## src/rtl/adder_share_arbiter.sv

```systemverilog
// adder_share_arbiter: round-robin sharing of one external adder (req_* in, add_* to/from adder, rsp_* result out, busy status)
module adder_share_arbiter #(
    parameter int NREQ    = 4,
    parameter int WIDTH   = 32,
    parameter int ADD_LAT = 1
) (
    input  logic                  clk,
    input  logic                  rst_n,
    input  logic [NREQ-1:0]       req_valid,
    output logic [NREQ-1:0]       req_ready,
    input  logic [NREQ*WIDTH-1:0] req_a,
    input  logic [NREQ*WIDTH-1:0] req_b,
    input  logic [NREQ-1:0]       req_ci,
    output logic [WIDTH-1:0]      add_a,
    output logic [WIDTH-1:0]      add_b,
    output logic                  add_ci,
    input  logic [WIDTH-1:0]      add_s,
    input  logic                  add_co,
    output logic                  rsp_valid,
    input  logic                  rsp_ready,
    output logic [$clog2(NREQ)-1:0] rsp_id,
    output logic [WIDTH-1:0]      rsp_sum,
    output logic                  rsp_co,
    output logic                  busy
);
    localparam int IDW = $clog2(NREQ);
    localparam int CW  = (ADD_LAT > 0) ? $clog2(ADD_LAT + 1) : 1;
    typedef enum logic [1:0] {S_IDLE, S_WAIT, S_RESP} state_e;
    state_e           state_q, state_d;
    logic [IDW-1:0]   rr_last_q, rr_last_d, rsp_id_q, rsp_id_d, win, idx;
    logic             found;
    logic [CW-1:0]    wait_cnt_q, wait_cnt_d;
    logic [WIDTH-1:0] add_a_q, add_a_d, add_b_q, add_b_d, rsp_sum_q, rsp_sum_d;
    logic             add_ci_q, add_ci_d, rsp_valid_q, rsp_valid_d, rsp_co_q, rsp_co_d;
    always_comb begin
        win   = rr_last_q;
        idx   = '0;
        found = 1'b0;
        for (int k = 1; k <= NREQ; k++) begin
            idx = IDW'((int'(rr_last_q) + k) % NREQ);
            if (!found && req_valid[idx]) begin
                found = 1'b1;
                win   = idx;
            end
        end
    end
    assign req_ready = (rst_n && state_q == S_IDLE && found) ? {{(NREQ-1){1'b0}}, 1'b1} << win : '0;
    always_comb begin
        state_d     = state_q;
        rr_last_d   = rr_last_q;
        wait_cnt_d  = wait_cnt_q;
        add_a_d     = add_a_q;
        add_b_d     = add_b_q;
        add_ci_d    = add_ci_q;
        rsp_valid_d = rsp_valid_q;
        rsp_id_d    = rsp_id_q;
        rsp_sum_d   = rsp_sum_q;
        rsp_co_d    = rsp_co_q;
        case (state_q)
            S_IDLE: if (found) begin
                add_a_d    = req_a[win*WIDTH +: WIDTH];
                add_b_d    = req_b[win*WIDTH +: WIDTH];
                add_ci_d   = req_ci[win];
                rsp_id_d   = win;
                rr_last_d  = win;
                wait_cnt_d = CW'(ADD_LAT);
                state_d    = S_WAIT;
            end
            S_WAIT: if (wait_cnt_q == '0) begin
                rsp_sum_d   = add_s;
                rsp_co_d    = add_co;
                rsp_valid_d = 1'b1;
                state_d     = S_RESP;
            end else begin
                wait_cnt_d = wait_cnt_q - CW'(1);
            end
            S_RESP: if (rsp_ready) begin
                rsp_valid_d = 1'b0;
                state_d     = S_IDLE;
            end
            default: state_d = S_IDLE;
        endcase
    end
    always_ff @(posedge clk or negedge rst_n) begin
        if (!rst_n) begin
            state_q     <= S_IDLE;
            rr_last_q   <= IDW'(NREQ - 1);
            wait_cnt_q  <= '0;
            add_a_q     <= '0;
            add_b_q     <= '0;
            add_ci_q    <= 1'b0;
            rsp_valid_q <= 1'b0;
            rsp_id_q    <= '0;
            rsp_sum_q   <= '0;
            rsp_co_q    <= 1'b0;
        end else begin
            state_q     <= state_d;
            rr_last_q   <= rr_last_d;
            wait_cnt_q  <= wait_cnt_d;
            add_a_q     <= add_a_d;
            add_b_q     <= add_b_d;
            add_ci_q    <= add_ci_d;
            rsp_valid_q <= rsp_valid_d;
            rsp_id_q    <= rsp_id_d;
            rsp_sum_q   <= rsp_sum_d;
            rsp_co_q    <= rsp_co_d;
        end
    end
    assign add_a     = add_a_q;
    assign add_b     = add_b_q;
    assign add_ci    = add_ci_q;
    assign rsp_valid = rsp_valid_q;
    assign rsp_id    = rsp_id_q;
    assign rsp_sum   = rsp_sum_q;
    assign rsp_co    = rsp_co_q;
    assign busy      = state_q != S_IDLE;
endmodule

```

## config.mk

```make
export PLATFORM = sky130hd
export DESIGN_NAME = adder_share_arbiter
export DESIGN_NICKNAME = d
export VERILOG_FILES = /design/src/rtl/adder_share_arbiter.sv
export SDC_FILE = /design/constraint.sdc
export NUM_CORES = 1
export LEC_CHECK = 0
export ABC_AREA = 1
export CAP_MARGIN = 10
export CORE_AREA = 2 2 158 160
export DETAILED_ROUTE_END_ITERATION = 8
export DIE_AREA = 0 0 160 162
export GPL_ROUTABILITY_DRIVEN = 0
export PLACE_DENSITY = 0.63
export SETUP_SLACK_MARGIN = 0.2
export SYNTH_ARGS = -nofsm -noshare
export SYNTH_HDL_FRONTEND = slang
export SYNTH_SLANG_ARGS = --single-unit
```

## constraint.sdc

```tcl
create_clock -name clk -period 6.01 [get_ports clk]
set_input_delay 0.601 -clock clk [delete_from_list [all_inputs] [get_ports clk]]
set_output_delay 0.601 -clock clk [all_outputs]
set_load 0.1 [all_outputs]
```

## Word-level counts from Yosys, hierarchy flattened

Index checks and enable logic that the tools add are counted.

- Register bits: 106
- Bits of input ports: 300

- Eq/ne operators: 5
- $lt $le $gt $ge: 5
- Reduce and logical (&&, ||, !) cells: 17
- Bitwise gates (word level): 1
- Shifts and indexed selects: 3
- Mux-type cells: 29
- Add/subtract/negate cells: 5

Operators by type and width:

| cell | count |
|---|---|
| variable part select 128 x 8 -> 32 bit | 2 |
| less-than comparator 2 x 3 -> 1 bit, second input constant | 5 |
| 2-to-1 mux 2 bit | 7 |
| 2-to-1 mux 1 bit | 13 |
| binary-select mux 1 bit (select 2 bit) | 5 |
| != test 2 bit, second input constant | 3 |
| one-hot mux 2 bit (3 select lines) | 1 |
| AND reduction 2 bit | 3 |
| AND reduction 3 bit | 2 |
| nonzero test 2 bit | 3 |
| logical AND 1 bit | 5 |
| adder 2 x 1 -> 2 bit, second input constant | 2 |
| adder 2 bit, second input constant | 2 |
| 2-to-1 mux 4 bit | 1 |
| one-hot mux 1 bit (2 select lines) | 2 |
| << shifter 1 x 2 -> 4 bit, first input constant | 1 |
| zero test 1 bit | 3 |
| == test 2 x 1 -> 1 bit, second input constant | 1 |
| == test 2 bit, second input constant | 1 |
| zero test 2 bit | 1 |
| inverter 1 bit | 1 |
| subtractor 1 bit, second input constant | 1 |

## Longest topological paths before layout

- Word-level depth: 15
- Depth in mapped cells: 16

## Least setup slack after synthesis

OpenSTA, ideal clock, no wires.

- Kind: register to output
- Start: reg rr_last_q[0]
- End: out req_ready[0]
- Path buffers: 3
- Cell stages (with the launch flop): 15
- Data arrival time: 2.963 ns
- Setup slack: 2.446 ns
- Cells stage by stage: dfstp_2 > inv_2 > buf_6 > nand2_1 > nand2_2 > nand2_1 > nand2_2 > nand2_1 > nand2_1 > nand2_2 > nand2_2 > buf_6 > buf_6 > nand3b_1 > nor2_1

- Cells in the longest elaborated chain, start to end: 15
- Elaborated cells on any way between the ends: 29
- Those cells by class: add/sub (4); shift (1); mux (17); reduce/logical (7)

RTL lines:

| what | RTL line | text |
|---|---|---|
| start, declared | 30 | `logic [IDW-1:0] rr_last_q, rr_last_d, rsp_id_q, rsp_id_d, win, idx;` |
| start signal, assigned | 87 | `rr_last_q <= IDW'(NREQ - 1);` |
| start signal, assigned | 98 | `rr_last_q <= rr_last_d;` |
| adder 2 x 1 -> 2 bit | 40 | `idx = IDW'((int'(rr_last_q) + k) % NREQ);` |
| binary-select mux 1 bit (select 2 bit) | 41 | `if (!found && req_valid[idx]) begin` |
| 2-to-1 mux 1 bit (implied by the code) | 41 |  |
| 2-to-1 mux 1 bit | 41 |  |
| zero test 1 bit | 41 |  |
| logical AND 1 bit | 41 |  |
| 2-to-1 mux 1 bit | 41 |  |
| zero test 1 bit | 41 |  |
| logical AND 1 bit | 41 |  |
| 2-to-1 mux 1 bit | 41 |  |
| zero test 1 bit | 41 |  |
| logical AND 1 bit | 41 |  |
| 2-to-1 mux 2 bit or 2-to-1 mux 1 bit (tied branches) | 41 |  |
| << shifter 1 x 2 -> 4 bit or logical AND 1 bit (tied branches) | 47 | `assign req_ready = (rst_n && state_q == S_IDLE && found) ? {{(NREQ-1){1'b0}}, 1'b1} << win : '0;` |
| 2-to-1 mux 4 bit (*) | 47 |  |
| end, declared | 10 | `output logic [NREQ-1:0] req_ready,` |

Every way passes the cells marked *; elsewhere a longest branch is shown, timed or not. The select of a mux whose other input is x is not followed.

## Final worst setup path

- Start: reg rr_last_q[0]
- End: out req_ready[3]

Same word-level chain as after synthesis.

==> parameters.txt <==
Parameter                              Value

STA
  Fmax    0.2595 GHz
  Worst setup slack after layout    2156 ps
  Worst slew margin relative to its limit    0.2679
  Setup_tns    0 ps
  Time the worst path needs with I/O delays and setup    3854 ps
  Actual slew at the worst max-slew pin    1095 ps
  Count of final setup violators    0
  Max-slew violations    0
  Final setup skew    11.82 ps
  Period utilisation layout    0.6412
  Unrepaired setup endpoints after global routing    false
  Final Hold Vio Count    0
  WHS    281.9 ps

Synthesis
  Distinct cell type count of the synthesized netlist    22
  Seq/Total Area, Yosys    0.4024
  Cell area after technology mapping    0.006599 mm^2
  Count of yosys warnings during synthesis    0
  Post-synthesis net count    1203
  Synthesized netlist cell count    903
  Register bit count reported by yosys    106
  Post-synthesis area per instance    7.308 um^2

Clock network
  Number of hold buffers added after cts    0
  Largest buffer count on any clock path    2
  Clock Latency Late Sink    350 ps
  Number of setup buffers added after CTS    0
  Number of gates resized after cts    0
  Clock net sink count    106
  Number of CTS-inserted buffers    9
  Worst-path clk slew    80 ps
  Clock tree from TritonCTS    built
  H-tree depth    3
  Root buffer cell    sky130_fd_sc_hd__clkbuf_16

Cells and area
  Layout filler cell count    2464
  Fraction of final layout cells with drive strength greater than 1    0.06949
  Most common cell after layout, fill and taps aside    sky130_fd_sc_hd__clkdlybuf4s50_1
  Highest-count cells in the layout ignoring fill and taps    sky130_fd_sc_hd__clkdlybuf4s50_1, sky130_fd_sc_hd__nand3_1, sky130_fd_sc_hd__nand2_1, sky130_fd_sc_hd__dfrtp_1, sky130_fd_sc_hd__mux2_2
  Post-route insts no fill    1576
  Final nets    1547
  Storage element area    0.002655 mm^2
  Relative area change from synthesis to final layout    67.14%
  Area of the multi-input gates    0.003463 mm^2
  Final antenna diode count    0

GRT
  Aggregate global-route resource usage    0.2220
  Number of antenna violations at the first check in global routing    2
  First-pass GRT wire length    45110 um
  Pin count of the biggest net entering global routing    83
  Vias in the first global route    7542
  Remaining global-route overflow    0

Worst setup path
  Minimum setup slack among reg-to-reg paths    2510 ps
  CP Class    flop to primary output
  Crit path capture type    primary output
  Worst Reg-to-Reg Cells    13
  Critical R2R Capture    add_b[23]$_DFFE_PN0P_
  Critical Path Source Type    flop
  Data required time at the worst endpoint    5410 ps
  Crit path DAT    3250 ps
  Crit Path Max Fanout    50
  Launch instance of the worst register-to-register path    rr_last_q[0]$_DFFE_PN1P_

Route
  Residual DRC    0
  Via Count    7981
  Total wirelength of the detailed-routed design    29940 um
  WL/cell    18.99 um
  Number of nets with antenna violations after routing    0
  Via density per instance    5.064
  Starting DRC count in detailed routing    711
  1st-pass router iterations    5

Run status
  Run status    completed

Die
  Die Span Y    162 um
  Area inside the core boundary    0.02411 mm^2
  Initial Utilization    0.2737
  Floorplan die area    0.02592 mm^2
  Row cnt    57
  Die Width    160 um
  Top Ports    406

Run
  Max-cap violations    0

Placed design
  Sum of net half-perimeters after detailed placement    20750 um
  Worst slack, placed    2361 ps
  Placed cells    1560
  Port Buffers    405

Min path
  Class of the tightest hold or removal check    input port to async pin
## cells by family (layout without fill, tap and decap cells)
family | Yosys count | in the layout | share of synthesized area
buffers and inverters | 95 | 444 | 0.07622
DFF | 106 | 106 | 0.4024
AOI/OAI and AO/OA | 9 | 9 | 0.007015
and+or+nand+nor | 660 | 660 | 0.4581
muxes | 33 | 33 | 0.05631
## cell usage after synthesis
cell type | number | share of area
sky130_fd_sc_hd__a21oi_1 | 3 | 0.0023
sky130_fd_sc_hd__a31oi_1 | 1 | 0.00095
sky130_fd_sc_hd__buf_1 | 7 | 0.0040
sky130_fd_sc_hd__buf_2 | 48 | 0.036
sky130_fd_sc_hd__buf_4 | 9 | 0.010
sky130_fd_sc_hd__buf_6 | 7 | 0.012
sky130_fd_sc_hd__clkbuf_1 | 12 | 0.0068
sky130_fd_sc_hd__dfrtp_1 | 104 | 0.39
sky130_fd_sc_hd__dfstp_2 | 2 | 0.0080
sky130_fd_sc_hd__inv_1 | 7 | 0.0040
sky130_fd_sc_hd__inv_2 | 5 | 0.0028
sky130_fd_sc_hd__mux2_2 | 33 | 0.056
sky130_fd_sc_hd__nand2_1 | 239 | 0.14
sky130_fd_sc_hd__nand2_2 | 10 | 0.0095
sky130_fd_sc_hd__nand3_1 | 399 | 0.30
sky130_fd_sc_hd__nand3_2 | 2 | 0.0030
sky130_fd_sc_hd__nand3b_1 | 1 | 0.0011
sky130_fd_sc_hd__nand4_1 | 1 | 0.00095
sky130_fd_sc_hd__nor2_1 | 7 | 0.0040
sky130_fd_sc_hd__o21ai_0 | 2 | 0.0015
sky130_fd_sc_hd__o21ai_1 | 3 | 0.0023
sky130_fd_sc_hd__or2_1 | 1 | 0.00095
## routing by layer
metal / global-route usage / up-vias / wire [um]
li1: - / 3768 / -
met1: 0.2912 / 3802 / 12680
met2: 0.3654 / 357 / 14250
met3: 0.04443 / 50 / 2050
met4: 0.07944 / 4 / 926
met5: 0 / - / 30
## sequential cells by signal, summed over array words and instances, names as in the netlist, 2 cells and up
signal     cells
rsp_sum       32
state_q        2
add_b         32
rr_last_q      2
add_a         32
rsp_id         2
## per-stage QoR
step	util	cell area, um^2
final	0.4575	11030
after global routing	0.4575	11030
after CTS	0.4575	11030
after detailed placement	0.4446	10720
after global placement	0.4446	10720
after floorplan	-	6599
## critical path, cell delays in order, from the launching register on
cell                      delay (ps)
sky130_fd_sc_hd__dfstp_2         710
sky130_fd_sc_hd__inv_2           180
sky130_fd_sc_hd__nand2_1          90
sky130_fd_sc_hd__nand2_1         100
sky130_fd_sc_hd__nand2_1         120
sky130_fd_sc_hd__nand2_2          80
sky130_fd_sc_hd__nand2_1         130
sky130_fd_sc_hd__nand3_4         470
sky130_fd_sc_hd__nand2_2         340
sky130_fd_sc_hd__nand3_1         140
sky130_fd_sc_hd__nor2_1          280
sky130_fd_sc_hd__buf_12          220
## worst max-delay path by stage
stage / start / to / slack (ps) / depth (start not counted)
2_1_floorplan: rr_last_q[0]$_DFFE_PN1P_ / req_ready[0] / 2450 / 14
3_3_place_gp: req_valid[2] / req_ready[3] / 2380 / 11
3_5_place_dp: req_valid[2] / req_ready[3] / 2360 / 12
4_1_cts: rr_last_q[0]$_DFFE_PN1P_ / req_ready[3] / 2170 / 11
5_1_grt: rr_last_q[0]$_DFFE_PN1P_ / req_ready[3] / 1910 / 11
6_report: rr_last_q[0]$_DFFE_PN1P_ / req_ready[3] / 2160 / 11
## layout make-up
cell class                 instances  share of cell area
tap                              324             0.03676
inverter                          12            0.004084
clock inverter                     7            0.007828
timing repair buffer             416              0.3762
sequential                       106              0.2407
clock buffer                       9             0.02042
multi-input combinational        702              0.3140
Power is left out: the tool's default activity adds up to more than one toggle a clock period on the data nets, which glitch-free logic cannot reach.
